[src/rtl/aes_axis_ingress.sv]
// AXI-Stream ingress for the AES datapath: command word, then payload packed 4 words per block RAM entry.
// Optional feature INGRESS_ERR_CNT_EN adds err_cnt, a saturating count of packets that ended with an error.
module aes_axis_ingress #(
  parameter int ADDR_W = 9,
  parameter int DATA_W = 128
) (
  input  logic              clk,
  input  logic              reset,
  input  logic [31:0]       s_axis_tdata,
  input  logic              s_axis_tvalid,
  output logic              s_axis_tready,
  input  logic              s_axis_tlast,
  output logic              blk_we,
  output logic [ADDR_W-1:0] blk_waddr,
  output logic [0:DATA_W-1] blk_wdata,
  output logic [0:31]       aes_cmd,
  output logic [ADDR_W-1:0] blk_cnt,
  output logic              aes_en,
  input  logic              aes_done,
`ifdef INGRESS_ERR_CNT_EN
  output logic [15:0]       err_cnt,
`endif
  output logic              pad_err,
  output logic              ovf_err
);

  localparam logic [ADDR_W-1:0] MAX_BLKS = {ADDR_W{1'b1}};

  typedef enum logic [1:0] {CMD, DATA, START, WAIT} state_t;

  state_t            state;
  logic [1:0]        idx;
  logic [0:DATA_W-1] lanes;
  logic [0:DATA_W-1] lanes_next;
  logic              accept;

`ifdef INGRESS_ERR_CNT_EN
  function automatic logic [15:0] sat_inc(input logic [15:0] v);
    return (v == 16'hFFFF) ? v : v + 16'd1;
  endfunction
`endif

  assign s_axis_tready = !reset && (state == CMD || state == DATA);
  assign accept        = s_axis_tvalid && s_axis_tready;

  // Lanes not yet written stay zero, so a short final block is padded for free.
  always_comb begin
    lanes_next = lanes;
    lanes_next[{idx, 5'd0} +: 32] = s_axis_tdata;
  end

  always_ff @(posedge clk) begin
    if (reset) begin
      state     <= CMD;
      idx       <= 2'd0;
      lanes     <= '0;
      blk_we    <= 1'b0;
      blk_waddr <= '0;
      blk_wdata <= '0;
      aes_cmd   <= '0;
      blk_cnt   <= '0;
      aes_en    <= 1'b0;
      pad_err   <= 1'b0;
      ovf_err   <= 1'b0;
`ifdef INGRESS_ERR_CNT_EN
      err_cnt   <= 16'd0;
`endif
    end else begin
      blk_we <= 1'b0;
      aes_en <= 1'b0;
      case (state)
        CMD: begin
          if (accept) begin
            aes_cmd <= s_axis_tdata;
            blk_cnt <= '0;
            idx     <= 2'd0;
            lanes   <= '0;
            pad_err <= 1'b0;
            ovf_err <= 1'b0;
            state   <= s_axis_tlast ? START : DATA;
          end
        end
        DATA: begin
          if (accept) begin
            // Once the RAM is full, the rest of the packet is drained and dropped.
            if (blk_cnt == MAX_BLKS) begin
              ovf_err <= 1'b1;
            end else if (idx == 2'd3 || s_axis_tlast) begin
              blk_we    <= 1'b1;
              blk_waddr <= blk_cnt;
              blk_wdata <= lanes_next;
              blk_cnt   <= blk_cnt + 1'b1;
              idx       <= 2'd0;
              lanes     <= '0;
              if (idx != 2'd3) pad_err <= 1'b1;
            end else begin
              lanes <= lanes_next;
              idx   <= idx + 2'd1;
            end
            if (s_axis_tlast) state <= START;
          end
        end
        START: begin
          aes_en <= 1'b1;
          state  <= WAIT;
`ifdef INGRESS_ERR_CNT_EN
          if (pad_err || ovf_err) err_cnt <= sat_inc(err_cnt);
`endif
        end
        WAIT: begin
          if (aes_done) state <= CMD;
        end
        default: state <= CMD;
      endcase
    end
  end

endmodule

[config.mk]
export PLATFORM = sky130hd
export DESIGN_NAME = aes_axis_ingress
export DESIGN_NICKNAME = d
export VERILOG_FILES = /design/src/rtl/aes_axis_ingress.sv
export SDC_FILE = /design/constraint.sdc
export NUM_CORES = 1
export LEC_CHECK = 0
export ABC_AREA = 1
export ABC_CLOCK_PERIOD_IN_PS = 4700
export BUFFER_PORTS_ARGS = -buffer_cell sky130_fd_sc_hd__buf_4
export CORE_ASPECT_RATIO = 0.6
export CORE_MARGIN = 5
export CORE_UTILIZATION = 60
export DETAILED_ROUTE_END_ITERATION = 16
export PLACE_DENSITY_LB_ADDON = 0.15
export SLEW_MARGIN = 20
export SYNTH_ARGS = -nofsm -noshare
export SYNTH_HDL_FRONTEND = slang
export SYNTH_SLANG_ARGS = --single-unit
[constraint.sdc]
create_clock -name clk -period 4.7 [get_ports clk]
set_input_delay 0 -clock clk [delete_from_list [all_inputs] [get_ports clk]]
set_output_delay 0 -clock clk [all_outputs]
set_load 0.02 [all_outputs]
## Word level (Yosys, flattened, before mapping)

Cells that the tools add are included.

| cells by class | value |
|---|---|
| shift-type cells | 2 |
| reduce and logical (&&, ||, !) cells | 15 |
| equality and inequality tests | 14 |
| $add $sub $neg | 3 |
| bitwise operators | 4 |
| mux-type cells | 33 |

Operator list:

| operator | count |
|---|---|
| two-way mux 128 bit | 4 |
| one-hot mux 128 bit (2 select lines) | 1 |
| variable shift 129 x 9 -> 128 bit (first input constant) | 1 |
| variable part select 129 x 9 -> 128 bit | 1 |
| bitwise mux 128 bit | 1 |
| two-way mux 9 bit | 4 |
| two-way mux 2 bit | 9 |
| one-hot mux 9 bit (2 select lines) | 1 |
| AND reduction 4 bit | 4 |
| inequality test 2 bit (second input constant) | 6 |
| adder 9 x 1 -> 9 bit (second input constant) | 1 |
| == test 9 bit (second input constant) | 1 |
| two-way mux 1 bit | 9 |
| negation 8 -> 9 bit | 1 |
| NOT 7 -> 8 bit | 1 |
| one-hot mux 2 bit (4 select lines) | 1 |
| == test 2 bit (second input constant) | 3 |
| inequality test 2 x 1 -> 1 bit (second input constant) | 3 |
| AND reduction 6 bit | 1 |
| AND reduction 5 bit | 1 |
| one-hot mux 1 bit (2 select lines) | 2 |
| one-hot mux 2 bit (2 select lines) | 1 |
| OR reduction 4 bit | 1 |
| NOT 1 bit | 3 |
| 8 further kinds | 10 |

| word-level totals | value |
|---|---|
| output and inout port bits | 183 |
| register bits | 314 |
| bits of input ports | 37 |
| logic and storage cells | 82 |

## Depth between registers and ports, before layout

Gate-level depths: netlist (run 1).

| logic depth | value |
|---|---|
| word-level depth | 8 |
| gate-level depth with buffers | 15 |
| mapped depth without buffers | 14 |

## Least setup slack after synthesis (run 1)

No wires, ideal clock.

| timing | value |
|---|---|
| kind | register to register |
| start point | register blk_cnt[1] |
| end point | register blk_wdata[84] (netlist name) |
| cell stages (with the launch flop) | 15 |
| period minus slack after synthesis | 2.075 ns |
| buffers on the path | 2 |
| library setup time | 0.071 ns |
| data required time | 4.629 ns |
| arrival | 2.004 ns |
| path slack | 2.625 ns |
| path through | dfxtp_1 > ha_1 > nand2_1 > inv_1 > nand4_1 > nor2_1 > ha_1 > inv_1 > nand2_1 > clkinv_1 > nand3_2 > buf_2 > buf_2 > nand2_1 > a21oi_1 |

| between the ends | value |
|---|---|
| word-level cells in the longest chain between the ends | 3 |

RTL lines:

| item | RTL line | text |
|---|---|---|
| start, declared | 17 | `output logic [ADDR_W-1:0] blk_cnt,` |
| start signal, assigned | 92 | `blk_cnt <= blk_cnt + 1'b1;` |
| == test 9 bit | 86 | `if (blk_cnt == MAX_BLKS) begin` |
| NOT 1 bit (no source line) | - |  |
| AND reduction 4 bit (no source line) | - |  |
| end signal, assigned | 91 | `blk_wdata <= lanes_next;` |
| end, declared | 15 | `output logic [0:DATA_W-1] blk_wdata,` |

Every way passes these cells.
A chain may end at the register's enable or synchronous reset.

## Final worst setup path (run 1)

| timing | value |
|---|---|
| start point | register idx[1] |
| end point | register blk_wdata[106] (netlist name) |

| between the ends | value |
|---|---|
| word-level cells in the longest chain between the ends | 4 |
| elaborated cells between the ends (all ways) | 8 |
| those cells by class | 1 x add/sub; 1 x eq/ne; 2 x shift; 1 x mux; 1 x bitwise; 2 x reduce/logical |

RTL lines:

| item | RTL line | text |
|---|---|---|
| start, declared | 32 | `logic [1:0] idx;` |
| start signal, assigned | 98 | `idx <= idx + 2'd1;` |
| NOT 7 -> 8 bit (implied by the code) | 49 | `lanes_next[{idx, 5'd0} +: 32] = s_axis_tdata;` |
| negation 8 -> 9 bit | 49 |  |
| variable part select 129 x 9 -> 128 bit / variable shift 129 x 9 -> 128 bit (equally long branches) | 49 |  |
| bitwise mux 128 bit | 49 |  |

Parallel ways exist; a longest one is shown, timed or not.

==> out/qor.txt, run 1 <==
==================================================================================
Initial standard-cell utilization of the core                                60.4%
Count of state elements after synthesis                                        314
Leakage power total                                                        6.04 nW
Area of the die                                                         0.0240 mm2
Arr. time, crit path                                                       3.56 ns
Routed via count                                                             12.4k
Power density over the cells                                            394 mW/mm2
# rows                                                                          41
DRT iter0 DRCs                                                                1040
Number of buffers inserted by port buffering                                   219
Placed Area                                                             0.0141 mm2
Number of nets at the end of the flow                                         1944
Maximum buffer depth of the clock tree                                           3
Final weighted congestion in routability-driven placement                    0.878
Max-slew headroom at the worst pin                                           26.1%
Share of the clock period used by the worst path after layout                66.0%
Root Buffer Master                                                    sky130_fd_sc_hd__clkbuf_16
Half-perimeter wire length after detailed placement                        23.0 mm
Setup slack of the worst register-to-register path                         1.60 ns
Global Route Usage Sum                                                       30.4%
Area delta synth->final                                                      23.8%
Boundary pin count                                                             220
Average wire per standard cell                                             17.4 um
Unrepaired setup endpoints after global routing                              false
Capturing element type of the critical path                              flip-flop
Number of pins exceeding their max-slew limit in the final report                0
Post-route design area                                                  0.0156 mm2
Largest clock skew in the final design                                  0.00691 ns
Final critical-path required period                                        3.10 ns
Wire length of the first global-routing pass                               60.2 mm
Sum of internal, switching and leakage power                             0.00614 W
Ordered cell list for the critical path                               ha_2, buf_4, nor2_1, inv_1, nand3_4, inv_6, buf_4, o21ai_1, a21oi_1
Sequential share of the synthesized area                                     50.0%
Placeable core region                                                   0.0208 mm2
TritonCTS Buffers                                                               28
Setup_tns                                                                     0 ns
# setup viols final                                                              0
Endpoints failing hold                                                           0
Distinct cells, synth                                                           26
Share of final-layout standard cells stronger than drive strength 1          15.0%
# Max-Cap Violations                                                             0
Via count of the first global-routing pass                                   11.5k
Total grt overflow                                                               0
Status                                                                complete, no violations
Post-Synthesis Cells                                                          1705
Worst Path Buf+Inv                                                               4
TritonCTS clock tree                                                         built
Sinks on the clock net                                                         314
Vert. Die Dim                                                               122 um
Critical path fanouts, max                                                     142
Post-Syn Nets                                                                 1752
Clock slew at reported path FFs                                            0.07 ns
Worst-case setup margin in the final layout                                1.60 ns
Count of nets left with antenna violations after detail routing                  0
Cell repeated most along the worst path                               sky130_fd_sc_hd__buf_4
CP Launch Type                                                           flip-flop
Mapped cell area                                                        0.0126 mm2
Worst-skew pair later-pin latency                                          0.54 ns
Floorplan die width                                                         197 um
First-pass DRT Iterations                                                        7
Largest net degree at the start of global routing                              143
Highest clock frequency the design can meet                                322 MHz
Largest incremental delay on the critical path                             0.72 ns
Final core occ                                                               74.7%
Syn. warnings                                                                    0
Total detailed-routing wirelength                                          38.2 mm
Path class of the lowest-slack min-delay path                         input port to flip-flop
Antenna violations before repair                                                 1
Largest vdd supply drop                                                     398 uV
Worst setup path category                                             flip-flop to flip-flop
DRC violation count after routing                                                0
CTS H-Tree Depth                                                                 1
Worst setup slack after placement                                          1.75 ns
Actual slew at the worst max-slew pin                                      1.11 ns
Syn Area/Cell                                                             7.38 um2
Cell at the slowest stage of the critical path                        sky130_fd_sc_hd__inv_6
Family with the most delay on the worst path                          buffers and inverters
Critical Path RT                                                           5.16 ns
Vias per Instance                                                             5.63
==================================================================================
## cells by family (layout without fill, tap and decap cells)
| group | count (synthesis) | count (layout) | synth area share (%) |
|---|---|---|---|
| AND/OR/NAND/NOR | 620 | 620 | 19.3 |
| AO/OA/AOI/OAI | 479 | 479 | 20.1 |
| flip-flops | 314 | 314 | 50.0 |
| buffers and inverters | 282 | 492 | 9.67 |
| adder cells (fa/ha/maj) | 10 | 10 | 0.995 |
| other | 0 | 1 | 0 |
## layer usage
layer	vias up	GRT usage (%)	part of all wire [%]
li1	5924	-	-
met1	5822	42.3	43
met2	544	47.6	45
met3	77	6.91	9.5
met4	0	9.31	2.8
met5	-	0	0
## sequential cells by signal, summed over array words and instances, names as in the netlist
| name | count |
|---|---|
| state | 2 |
| aes_en | 1 |
| aes_cmd | 32 |
| lanes | 128 |
| ovf_err | 1 |
| idx | 2 |
| pad_err | 1 |
| blk_cnt | 9 |
| blk_waddr | 9 |
| blk_we | 1 |
| blk_wdata | 128 |
## final cells by class
type | instances | area [um2]
clock buffer | 45 | 856
multi-input combinational | 1109 | 5090
tap | 279 | 349
timing repair buffer | 295 | 2370
sequential | 314 | 6290
antenna | 1 | 2.50
inverter | 149 | 566
fill | 1630 | 5260
clock inverter | 3 | 43.8
## per-stage QoR
| step | std cells | hold slack, ns |
|---|---|---|
| floorplan | 1705 | 0.113 |
| global placement | 2087 | 0.242 |
| detailed placement | 2087 | 0.253 |
| CTS | 2194 | 0.00423 |
| global route | 2195 | 0.0651 |
| finish | 2195 | 0.0413 |
## path summary, 6_finish.rpt
| check | depth (start not counted) | from | to |
|---|---|---|---|
| worst max-delay path | 9 | idx[1] | blk_wdata[106] |
| worst min-delay path | 2 | reset | aes_en |
| worst max register to register | 9 | idx[1] | blk_wdata[106] |
| worst min register to register | 2 | lanes[116] | lanes[116] |
## placed cells by master, fill, tap and decap left out, types with 2 or more instances in the layout
master                          count
sky130_fd_sc_hd__a21oi_1          243
sky130_fd_sc_hd__buf_4            234
sky130_fd_sc_hd__buf_6              2
sky130_fd_sc_hd__clkbuf_1           9
sky130_fd_sc_hd__clkbuf_16         29
sky130_fd_sc_hd__clkbuf_8           7
sky130_fd_sc_hd__clkinv_1           2
sky130_fd_sc_hd__clkinv_2           2
sky130_fd_sc_hd__dfxtp_1          314
sky130_fd_sc_hd__dlygate4sd3_1     59
sky130_fd_sc_hd__ha_1               9
sky130_fd_sc_hd__inv_1            144
sky130_fd_sc_hd__nand2_1          550
sky130_fd_sc_hd__nand2_2            3
sky130_fd_sc_hd__nand3_1           38
sky130_fd_sc_hd__nor2_1            21
sky130_fd_sc_hd__o21a_1             2
sky130_fd_sc_hd__o21ai_0          106
sky130_fd_sc_hd__o21ai_1           31
sky130_fd_sc_hd__o22ai_1           96
## power by group
part / internal, W / leakage [nW] / switching, W
combinational: 0.000348 / 3.07 / 0.000693
clock: 0.00129 / 0.440 / 0.000978
sequential: 0.00277 / 2.54 / 0.0000626
## Yosys cell counts
library cell | number | area, um2
sky130_fd_sc_hd__nand3_1 | 38 | 190
sky130_fd_sc_hd__or2_2 | 1 | 6.26
sky130_fd_sc_hd__nand2_1 | 551 | 2070
sky130_fd_sc_hd__buf_1 | 11 | 41.3
sky130_fd_sc_hd__nand4_1 | 1 | 6.26
sky130_fd_sc_hd__o21ai_1 | 31 | 155
sky130_fd_sc_hd__nor2_8 | 1 | 20.0
sky130_fd_sc_hd__nor2_1 | 22 | 82.6
sky130_fd_sc_hd__buf_2 | 39 | 195
sky130_fd_sc_hd__clkinv_1 | 2 | 7.51
sky130_fd_sc_hd__a21oi_1 | 243 | 1220
sky130_fd_sc_hd__clkbuf_1 | 61 | 229
sky130_fd_sc_hd__inv_2 | 3 | 11.3
sky130_fd_sc_hd__o21a_1 | 2 | 15.0
sky130_fd_sc_hd__o22ai_1 | 96 | 601
sky130_fd_sc_hd__nand2_4 | 1 | 11.3
sky130_fd_sc_hd__o21ai_0 | 106 | 531
sky130_fd_sc_hd__buf_6 | 7 | 78.8
sky130_fd_sc_hd__nand2_2 | 2 | 12.5
sky130_fd_sc_hd__ha_1 | 10 | 125
sky130_fd_sc_hd__dfxtp_1 | 314 | 6290
sky130_fd_sc_hd__a22oi_1 | 1 | 7.51
sky130_fd_sc_hd__inv_1 | 144 | 541
sky130_fd_sc_hd__nor3_1 | 1 | 5.00
sky130_fd_sc_hd__nand3_2 | 2 | 20.0
sky130_fd_sc_hd__buf_4 | 15 | 113
## timing repair
item                                    in CTS  in global routing
endpoints found under the setup margin       0                  0
hold buffers                                59                  0
gates resized for setup                      0                  0
endpoints found under the hold margin      231                  0
buffers inserted                             0                  0
## worst reg2reg max path, stage by stage (launching register included)
cell and delay (ns):
sky130_fd_sc_hd__dfxtp_1 0.41, sky130_fd_sc_hd__ha_2 0.20, sky130_fd_sc_hd__buf_4 0.44, sky130_fd_sc_hd__nor2_1 0.15, sky130_fd_sc_hd__inv_1 0.12, sky130_fd_sc_hd__nand3_4 0.10, sky130_fd_sc_hd__inv_6 0.72, sky130_fd_sc_hd__buf_4 0.59
sky130_fd_sc_hd__o21ai_1 0.12, sky130_fd_sc_hd__a21oi_1 0.18
No activity file was read; power rests on OpenSTA's default activity.
==> run 2, diff against run 1 <==
--- a/config.mk
+++ b/config.mk
@@ -6,11 +6,11 @@
 export NUM_CORES = 1
 export LEC_CHECK = 0
 export ABC_AREA = 1
-export ABC_CLOCK_PERIOD_IN_PS = 4700
+export ABC_CLOCK_PERIOD_IN_PS = 3060
 export BUFFER_PORTS_ARGS = -buffer_cell sky130_fd_sc_hd__buf_4
 export CORE_ASPECT_RATIO = 0.6
 export CORE_MARGIN = 5
-export CORE_UTILIZATION = 60
+export CORE_UTILIZATION = 56
 export DETAILED_ROUTE_END_ITERATION = 16
 export PLACE_DENSITY_LB_ADDON = 0.15
 export SLEW_MARGIN = 20
==> constraint.sdc (replaced) <==
create_clock -name clk -period 3.06 [get_ports clk]
set_input_delay 0 -clock clk [delete_from_list [all_inputs] [get_ports clk]]
set_output_delay 0 -clock clk [all_outputs]
set_load 0.02 [all_outputs]
==> out/qor.txt, run 2 (same netlist as run 1, synthesis figures left out) <==
==================================================================================
Total grt overflow                                                               0   unchanged
Total detailed-routing wirelength                                          37.2 mm   was 38.2 mm
Global Route Usage Sum                                                       27.4%   was 30.4%
CP endpoint                                                           blk_wdata[78]   was blk_wdata[106]
Max-slew headroom at the worst pin                                           28.2%   was 26.1%
Critical register-to-register path startpoint                           blk_cnt[1]   was idx[1]
Sinks on the clock net                                                         314   unchanged
Final instance count without filler cells                                     2179   was 2195
Worst setup slack after placement                                         0.459 ns   was 1.75 ns
Endpoints failing hold                                                           0   unchanged
Largest vdd supply drop                                                     561 uV   was 398 uV
Floorplan die width                                                         203 um   was 197 um
Worst-case setup margin in the final layout                               0.427 ns   was 1.60 ns
Root Buffer Master                                                    sky130_fd_sc_hd__clkbuf_16   unchanged
DRT iter0 DRCs                                                                1191   was 1040
Setup_tns                                                                     0 ns   unchanged
Crit path from                                                          blk_cnt[1]   was idx[1]
Regs by FF count                                                      blk_wdata: 128 flops, lanes: 128 flops, aes_cmd: 32 flops   unchanged
Routed via count                                                             12.0k   was 12.4k
Count of nets left with antenna violations after detail routing                  0   unchanged
Count of filler cells inserted in the layout                                  1830   was 1630
# Max-Cap Violations                                                             0   unchanged
Quantity of gates resized following cts                                          0   unchanged
DRC violation count after routing                                                0   unchanged
Setup slack of the worst register-to-register path                         0.43 ns   was 1.60 ns
TritonCTS clock tree                                                         built   unchanged
TritonCTS Buffers                                                               28   unchanged
Post-CTS setup buffer count                                                      0   unchanged
Critical path fanouts, max                                                      83   was 142
Boundary pin count                                                             220   unchanged
Final critical-path required period                                        2.63 ns   was 3.10 ns
Actual slew at the worst max-slew pin                                      1.08 ns   was 1.11 ns
Placeable core region                                                   0.0221 mm2   was 0.0208 mm2
Largest clock skew in the final design                                   0.0192 ns   was 0.00691 ns
Commonest non-fill, non-tap cell in the layout                        sky130_fd_sc_hd__nand2_1   unchanged
Largest net degree at the start of global routing                              207   was 143
Share of final-layout standard cells stronger than drive strength 1          15.5%   was 15.0%
Arr. time, crit path                                                       3.09 ns   was 3.56 ns
Area of the die                                                         0.0256 mm2   was 0.0240 mm2
Cell Count Post-Placement                                                     2099   was 2087
Placed Area                                                             0.0142 mm2   was 0.0141 mm2
Status                                                                complete, no violations   unchanged
Number of buffers inserted by port buffering                                   219   unchanged
Final weighted congestion in routability-driven placement                    0.876   was 0.878
Antenna violations before repair                                                 0   was 1
Clock slew at reported path FFs                                            0.07 ns   about the same
CP Launch Type                                                           flip-flop   unchanged
Via count of the first global-routing pass                                   11.0k   was 11.5k
Highest clock frequency the design can meet                                380 MHz   was 322 MHz
Number of nets at the end of the flow                                         1924   was 1944
Path class of the lowest-slack min-delay path                         input port to flip-flop   unchanged
Wire length of the first global-routing pass                               58.4 mm   was 60.2 mm
Capturing element type of the critical path                              flip-flop   unchanged
Unrepaired setup endpoints after global routing                              false   unchanged
Vias per Instance                                                             5.51   was 5.63
Share of the clock period used by the worst path after layout                86.0%   was 66.0%
Critical Path RT                                                           3.52 ns   was 5.16 ns
Reg-to-reg critical path endpoint                                     blk_wdata[78]   was blk_wdata[106]
Initial standard-cell utilization of the core                                57.0%   was 60.4%
Half-perimeter wire length after detailed placement                        23.3 mm   was 23.0 mm
Commonest cells after routing, fill and taps aside                    sky130_fd_sc_hd__nand2_1 (551), sky130_fd_sc_hd__dfxtp_1 (314), sky130_fd_sc_hd__a21oi_1 (243), sky130_fd_sc_hd__buf_4 (236), sky130_fd_sc_hd__inv_1 (144)   was sky130_fd_sc_hd__nand2_1 (550), sky130_fd_sc_hd__dfxtp_1 (314), sky130_fd_sc_hd__a21oi_1 (243), sky130_fd_sc_hd__buf_4 (234), sky130_fd_sc_hd__inv_1 (144)
First-pass DRT Iterations                                                        8   was 7
CTS H-Tree Depth                                                                 1   unchanged
# setup viols final                                                              0   unchanged
Diodes inserted                                                                  0   was 1
Post-route design area                                                  0.0154 mm2   was 0.0156 mm2
Power density over the cells                                            611 mW/mm2   was 394 mW/mm2
Worst reg2reg path depth                                                        13   was 9
Average wire per standard cell                                             17.1 um   was 17.4 um
Number of pins exceeding their max-slew limit in the final report                0   unchanged
Vert. Die Dim                                                               126 um   was 122 um
Leakage power total                                                        5.99 nW   was 6.04 nW
Worst setup path category                                             flip-flop to flip-flop   unchanged
Worst-skew pair later-pin latency                                          0.54 ns   about the same
Area delta synth->final                                                      22.7%   was 23.8%
# rows                                                                          42   was 41
Maximum buffer depth of the clock tree                                           3   unchanged
==================================================================================
## run 2: stage by stage
step	power [W]	hold WS [ns]	util, %
6_report	0.00942	0.0451	69.9
5_1_grt	0.00977	0.0770	69.9
4_1_cts	0.00944	0.0251	69.9
3_5_place_dp	0.00588	0.238	64.2
3_3_place_gp	0.00586	0.232	64.2
2_1_floorplan	0.00537	0.113	-
## run 2: area by class of cell
cell class / count / area [um2] / share of cell area (%)
multi-input cells: 1109 / 5090 / 33.0
clock inverters: 6 / 105 / 0.681
well taps: 286 / 358 / 2.32
flip-flops and latches: 314 / 6290 / 40.8
clock buffers: 40 / 817 / 5.30
inverters: 149 / 566 / 3.67
repair buffers: 275 / 2200 / 14.3
## run 2: how the worst min path moves through the flow
| stage | to | cells past startpoint | startpoint | slack, ns |
|---|---|---|---|---|
| after floorplan | aes_cmd[0] | 2 | s_axis_tdata[31] | 0.11 |
| after global placement | aes_cmd[11] | 3 | s_axis_tdata[20] | 0.23 |
| after detailed placement | aes_cmd[11] | 3 | s_axis_tdata[20] | 0.24 |
| after CTS | ovf_err | 5 | s_axis_tvalid | 0.03 |
| after global routing | ovf_err | 5 | s_axis_tvalid | 0.08 |
| final | aes_en | 3 | reset | 0.05 |
## run 2: where the power goes
group / switching [W] / internal [W] / leakage (nW)
Sequential: 0.0000965 / 0.00425 / 2.54
Clock: 0.00148 / 0.00209 / 0.455
Combinational: 0.00102 / 0.000479 / 3.00
## run 2: critical path, stage by stage (launching register included)
cell                       delay, ns
sky130_fd_sc_hd__dfxtp_1        0.40
sky130_fd_sc_hd__ha_1           0.20
sky130_fd_sc_hd__nand2_1        0.09
sky130_fd_sc_hd__inv_1          0.08
sky130_fd_sc_hd__nand4_1        0.10
sky130_fd_sc_hd__nor2_1         0.11
sky130_fd_sc_hd__ha_1           0.15
sky130_fd_sc_hd__inv_1          0.04
sky130_fd_sc_hd__nand2_1        0.09
sky130_fd_sc_hd__clkinv_1       0.14
sky130_fd_sc_hd__nand3_4        0.13
sky130_fd_sc_hd__buf_4          0.66
sky130_fd_sc_hd__nand2_1        0.13
sky130_fd_sc_hd__a21oi_1        0.17
## run 2: repair_timing
item / in CTS / in global routing
hold endpoints to repair: 235 / 0
hold buffers: 34 / 0
setup endpoints to repair: 0 / 0
## run 2: metal layers
layer	routed length, um	global-route usage [%]	part of all wire (%)	vias up
li1	-	-	-	5879
met3	3440	6.14	9.2	59
met2	16400	42.5	44	482
met1	16500	39.1	44	5589
met5	0	0	0	-
met4	833	7.06	2.2	0
==> run 3, diff against run 2 <==
--- a/config.mk
+++ b/config.mk
@@ -5,12 +5,11 @@
 export SDC_FILE = /design/constraint.sdc
 export NUM_CORES = 1
 export LEC_CHECK = 0
-export ABC_AREA = 1
 export ABC_CLOCK_PERIOD_IN_PS = 3060
 export BUFFER_PORTS_ARGS = -buffer_cell sky130_fd_sc_hd__buf_4
 export CORE_ASPECT_RATIO = 0.6
 export CORE_MARGIN = 5
-export CORE_UTILIZATION = 56
+export CORE_UTILIZATION = 25
 export DETAILED_ROUTE_END_ITERATION = 16
 export PLACE_DENSITY_LB_ADDON = 0.15
 export SLEW_MARGIN = 20
==> out/qor.txt, run 3 <==
==================================================================================
Setup_tns                                                                     0 ns   unchanged
Syn. warnings                                                                    0   unchanged
Total grt overflow                                                               0   unchanged
# rows                                                                          63   was 42
Vias per Instance                                                             4.71   was 5.51
Number of synthesized flops with an enable pin                                   0   unchanged
Worst reg2reg path depth                                                         9   was 13
Worst hold slack after final layout                                       0.309 ns   was 0.0451 ns
Wire length of the first global-routing pass                               68.8 mm   was 58.4 mm
Actual slew at the worst max-slew pin                                     0.993 ns   was 1.08 ns
# setup viols final                                                              0   unchanged
Area of the die                                                         0.0553 mm2   was 0.0256 mm2
Critical register-to-register path startpoint                           blk_cnt[0]   was blk_cnt[1]
Endpoints failing hold                                                           0   unchanged
First-pass DRT Iterations                                                        5   was 8
# Max-Cap Violations                                                             0   unchanged
Clock slew at reported path FFs                                            0.06 ns   was 0.07 ns
Largest vdd supply drop                                                     285 uV   was 561 uV
DRT iter0 DRCs                                                                 758   was 1191
Crit path from                                                          blk_cnt[0]   was blk_cnt[1]
Final critical-path required period                                        2.50 ns   was 2.63 ns
Number of pins exceeding their max-slew limit in the final report                0   unchanged
Final weighted congestion in routability-driven placement                    0.750   was 0.876
Distinct cells, synth                                                           44   was 26
Number of buffers inserted by port buffering                                   219   unchanged
Worst-skew pair later-pin latency                                          0.52 ns   was 0.54 ns
Sequential share of the synthesized area                                     49.7%   was 50.0%
Commonest non-fill, non-tap cell in the layout                        sky130_fd_sc_hd__dfxtp_1   was sky130_fd_sc_hd__nand2_1
Share of the clock period used by the worst path after layout                81.7%   was 86.0%
Regs by FF count                                                      blk_wdata: 128 flops, lanes: 128 flops, aes_cmd: 32 flops   unchanged
Power density over the cells                                            644 mW/mm2   was 611 mW/mm2
Largest net degree at the start of global routing                              133   was 207
Post-synth top area cell                                              sky130_fd_sc_hd__dfxtp_1   unchanged
Share of synthesized registers carrying an async set or reset                   0%   unchanged
Maximum buffer depth of the clock tree                                           3   unchanged
Worst setup path category                                             flip-flop to flip-flop   unchanged
Vert. Die Dim                                                               184 um   was 126 um
Mapped cell area                                                        0.0126 mm2   about the same
Post-Syn Nets                                                                 1551   was 1752
Main synth FF type                                                    sky130_fd_sc_hd__dfxtp_1   unchanged
Half-perimeter wire length after detailed placement                        29.5 mm   was 23.3 mm
Number of nets at the end of the flow                                         1733   was 1924
Routed via count                                                             11.3k   was 12.0k
Boundary pin count                                                             220   unchanged
Top cell type's share of synthesized area                                    49.7%   was 50.0%
TritonCTS Buffers                                                               34   was 28
Highest clock frequency the design can meet                                400 MHz   was 380 MHz
Post-Synthesis Cells                                                          1504   was 1705
Cell types with the highest counts after synthesis                    sky130_fd_sc_hd__dfxtp_1 (314), sky130_fd_sc_hd__nor2_1 (259), sky130_fd_sc_hd__nor3_1 (127), sky130_fd_sc_hd__nand2_1 (90), sky130_fd_sc_hd__clkbuf_1 (72)   was sky130_fd_sc_hd__nand2_1 (551), sky130_fd_sc_hd__dfxtp_1 (314), sky130_fd_sc_hd__a21oi_1 (243), sky130_fd_sc_hd__inv_1 (144), sky130_fd_sc_hd__o21ai_0 (106)
Count of filler cells inserted in the layout                                  5209   was 1830
Diodes inserted                                                                  0   unchanged
Family with the most delay on the worst path                          simple AND/OR/NAND/NOR gates   was buffers and inverters
Worst Path Buf+Inv                                                               1   was 4
Initial standard-cell utilization of the core                                25.4%   was 57.0%
Most used standard cell by instance count after synthesis             sky130_fd_sc_hd__dfxtp_1   was sky130_fd_sc_hd__nand2_1
Cell at the slowest stage of the critical path                        sky130_fd_sc_hd__nand3_4   was sky130_fd_sc_hd__buf_4
Area delta synth->final                                                      30.0%   was 22.7%
Number of instances on the worst hold path                                       3   unchanged
Count of state elements after synthesis                                        314   unchanged
Final core occ                                                               33.1%   was 69.9%
Root Buffer Master                                                    sky130_fd_sc_hd__clkbuf_16   unchanged
Largest cells by area after synthesis                                 sky130_fd_sc_hd__dfxtp_1 (50%), sky130_fd_sc_hd__nor2_1 (7.7%), sky130_fd_sc_hd__nor3_1 (5.0%), sky130_fd_sc_hd__a22oi_1 (3.6%), sky130_fd_sc_hd__and3_1 (3.1%)   was sky130_fd_sc_hd__dfxtp_1 (50%), sky130_fd_sc_hd__nand2_1 (16%), sky130_fd_sc_hd__a21oi_1 (9.7%), sky130_fd_sc_hd__o22ai_1 (4.8%), sky130_fd_sc_hd__inv_1 (4.3%)
Post-CTS setup buffer count                                                      0   unchanged
Largest clock skew in the final design                                   0.0130 ns   was 0.0192 ns
Arr. time, crit path                                                       2.87 ns   was 3.09 ns
Critical Path RT                                                           3.43 ns   was 3.52 ns
Commonest cells after routing, fill and taps aside                    sky130_fd_sc_hd__dfxtp_1 (314), sky130_fd_sc_hd__nor2_1 (257), sky130_fd_sc_hd__buf_4 (237), sky130_fd_sc_hd__nor3_1 (126), sky130_fd_sc_hd__nand2_1 (90)   was sky130_fd_sc_hd__nand2_1 (551), sky130_fd_sc_hd__dfxtp_1 (314), sky130_fd_sc_hd__a21oi_1 (243), sky130_fd_sc_hd__buf_4 (236), sky130_fd_sc_hd__inv_1 (144)
Path class of the lowest-slack min-delay path                         input port to flip-flop   unchanged
Share of final-layout standard cells stronger than drive strength 1          18.6%   was 15.5%
Unrepaired setup endpoints after global routing                              false   unchanged
Sinks on the clock net                                                         314   unchanged
Critical path fanouts, max                                                      43   was 83
Largest incremental delay on the critical path                             0.44 ns   was 0.66 ns
Leakage power total                                                        6.58 nW   was 5.99 nW
Capturing element type of the critical path                              flip-flop   unchanged
Post-route design area                                                  0.0164 mm2   was 0.0154 mm2
Hold path start                                                       s_axis_tdata[3]   was reset
Global Route Usage Sum                                                       15.8%   was 27.4%
Placeable core region                                                   0.0497 mm2   was 0.0221 mm2
Total detailed-routing wirelength                                          45.3 mm   was 37.2 mm
Floorplan die width                                                         300 um   was 203 um
Stages on worst setup path                                                       9   was 13
Average wire per standard cell                                             19.0 um   was 17.1 um
Ordered cell list for the critical path                               ha_1, nand3_1, nor2_1, ha_1, nand2_1, nand3_4, buf_12, a22oi_1, nor2_1   was ha_1, nand2_1, inv_1, nand4_1, nor2_1, ha_1, inv_1, nand2_1, clkinv_1, nand3_4, buf_4, nand2_1, a21oi_1
Status                                                                complete, no violations   unchanged
Count of nets left with antenna violations after detail routing                  0   unchanged
Max-slew headroom at the worst pin                                           33.7%   was 28.2%
Quantity of gates resized following cts                                          0   unchanged
Syn Area/Cell                                                             8.41 um2   was 7.38 um2
Placed Area                                                             0.0149 mm2   was 0.0142 mm2
CP Launch Type                                                           flip-flop   unchanged
TritonCTS clock tree                                                         built   unchanged
Antenna violations before repair                                                 1   was 0
DRC violation count after routing                                                0   unchanged
Via count of the first global-routing pass                                   11.1k   was 11.0k
CTS H-Tree Depth                                                                 2   was 1
==================================================================================
==> run 3: what timing repair did <==
action,CTS,global route
endpoints found under the setup margin,0,0
hold endpoints to repair,162,0
hold buffers,36,0
==> run 3: worst register-to-register path, cell delays in order (launching register included) <==
cell and delay (ns):
sky130_fd_sc_hd__dfxtp_1 0.34, sky130_fd_sc_hd__ha_1 0.25, sky130_fd_sc_hd__nand3_1 0.09, sky130_fd_sc_hd__nor2_1 0.05, sky130_fd_sc_hd__ha_1 0.25, sky130_fd_sc_hd__nand2_1 0.21, sky130_fd_sc_hd__nand3_4 0.44, sky130_fd_sc_hd__buf_12 0.42
sky130_fd_sc_hd__a22oi_1 0.25, sky130_fd_sc_hd__nor2_1 0.06
==> run 3: worst paths after layout <==
kind | endpoint | slack (ns)
setup / recovery | lanes[24] | 0.56
hold / removal | aes_cmd[28] | 0.31
setup reg to reg | lanes[24] | 0.56
hold reg to reg | lanes[14] | 0.45
==> run 3: cell type report <==
type | instances | area (um2) | share of cell area [%]
Clock buffer | 53 | 1090 | 6.61
Clock inverter | 7 | 85.1 | 0.518
Inverter | 73 | 280 | 1.70
Multi-Input combinational cell | 979 | 5500 | 33.4
Sequential cell | 314 | 6290 | 38.2
Tap cell | 682 | 853 | 5.19
Timing Repair Buffer | 284 | 2350 | 14.3
==> run 3: per-stage QoR <==
step	total power (W)	instances	setup slack (ns)
2_1_floorplan	0.00552	1504	1.04
3_3_place_gp	0.00630	2296	0.648
3_5_place_dp	0.00632	2296	0.563
4_1_cts	0.0108	2392	0.542
5_1_grt	0.0111	2392	0.307
6_report	0.0106	2392	0.560
==> run 3: kinds of logic (layout without fill, tap and decap cells) <==
logic type / count (synthesis) / after routing / synth area share [%]
and+or+nand+nor: 642 / 642 / 23.9
AOI/OAI and AO/OA: 324 / 324 / 18.1
DFF: 314 / 314 / 49.7
buffers and inverters: 211 / 417 / 7.09
adders and majority gates: 10 / 10 / 0.989
muxes: 3 / 3 / 0.237
==> run 3: layer usage <==
layer	global-route usage, %	vias to the layer above	part of all wire (%)
met5	0	-	0
met4	3.42	0	1.8
met3	3.52	57	5.5
met2	25.3	236	45
met1	21.9	5408	48
li1	-	5575	-
==> run 3: power by group <==
| group | internal (W) | total [W] | switching (W) |
|---|---|---|---|
| logic | 0.000638 | 0.00183 | 0.00119 |
| registers | 0.00429 | 0.00440 | 0.000115 |
| clock network | 0.00261 | 0.00435 | 0.00174 |
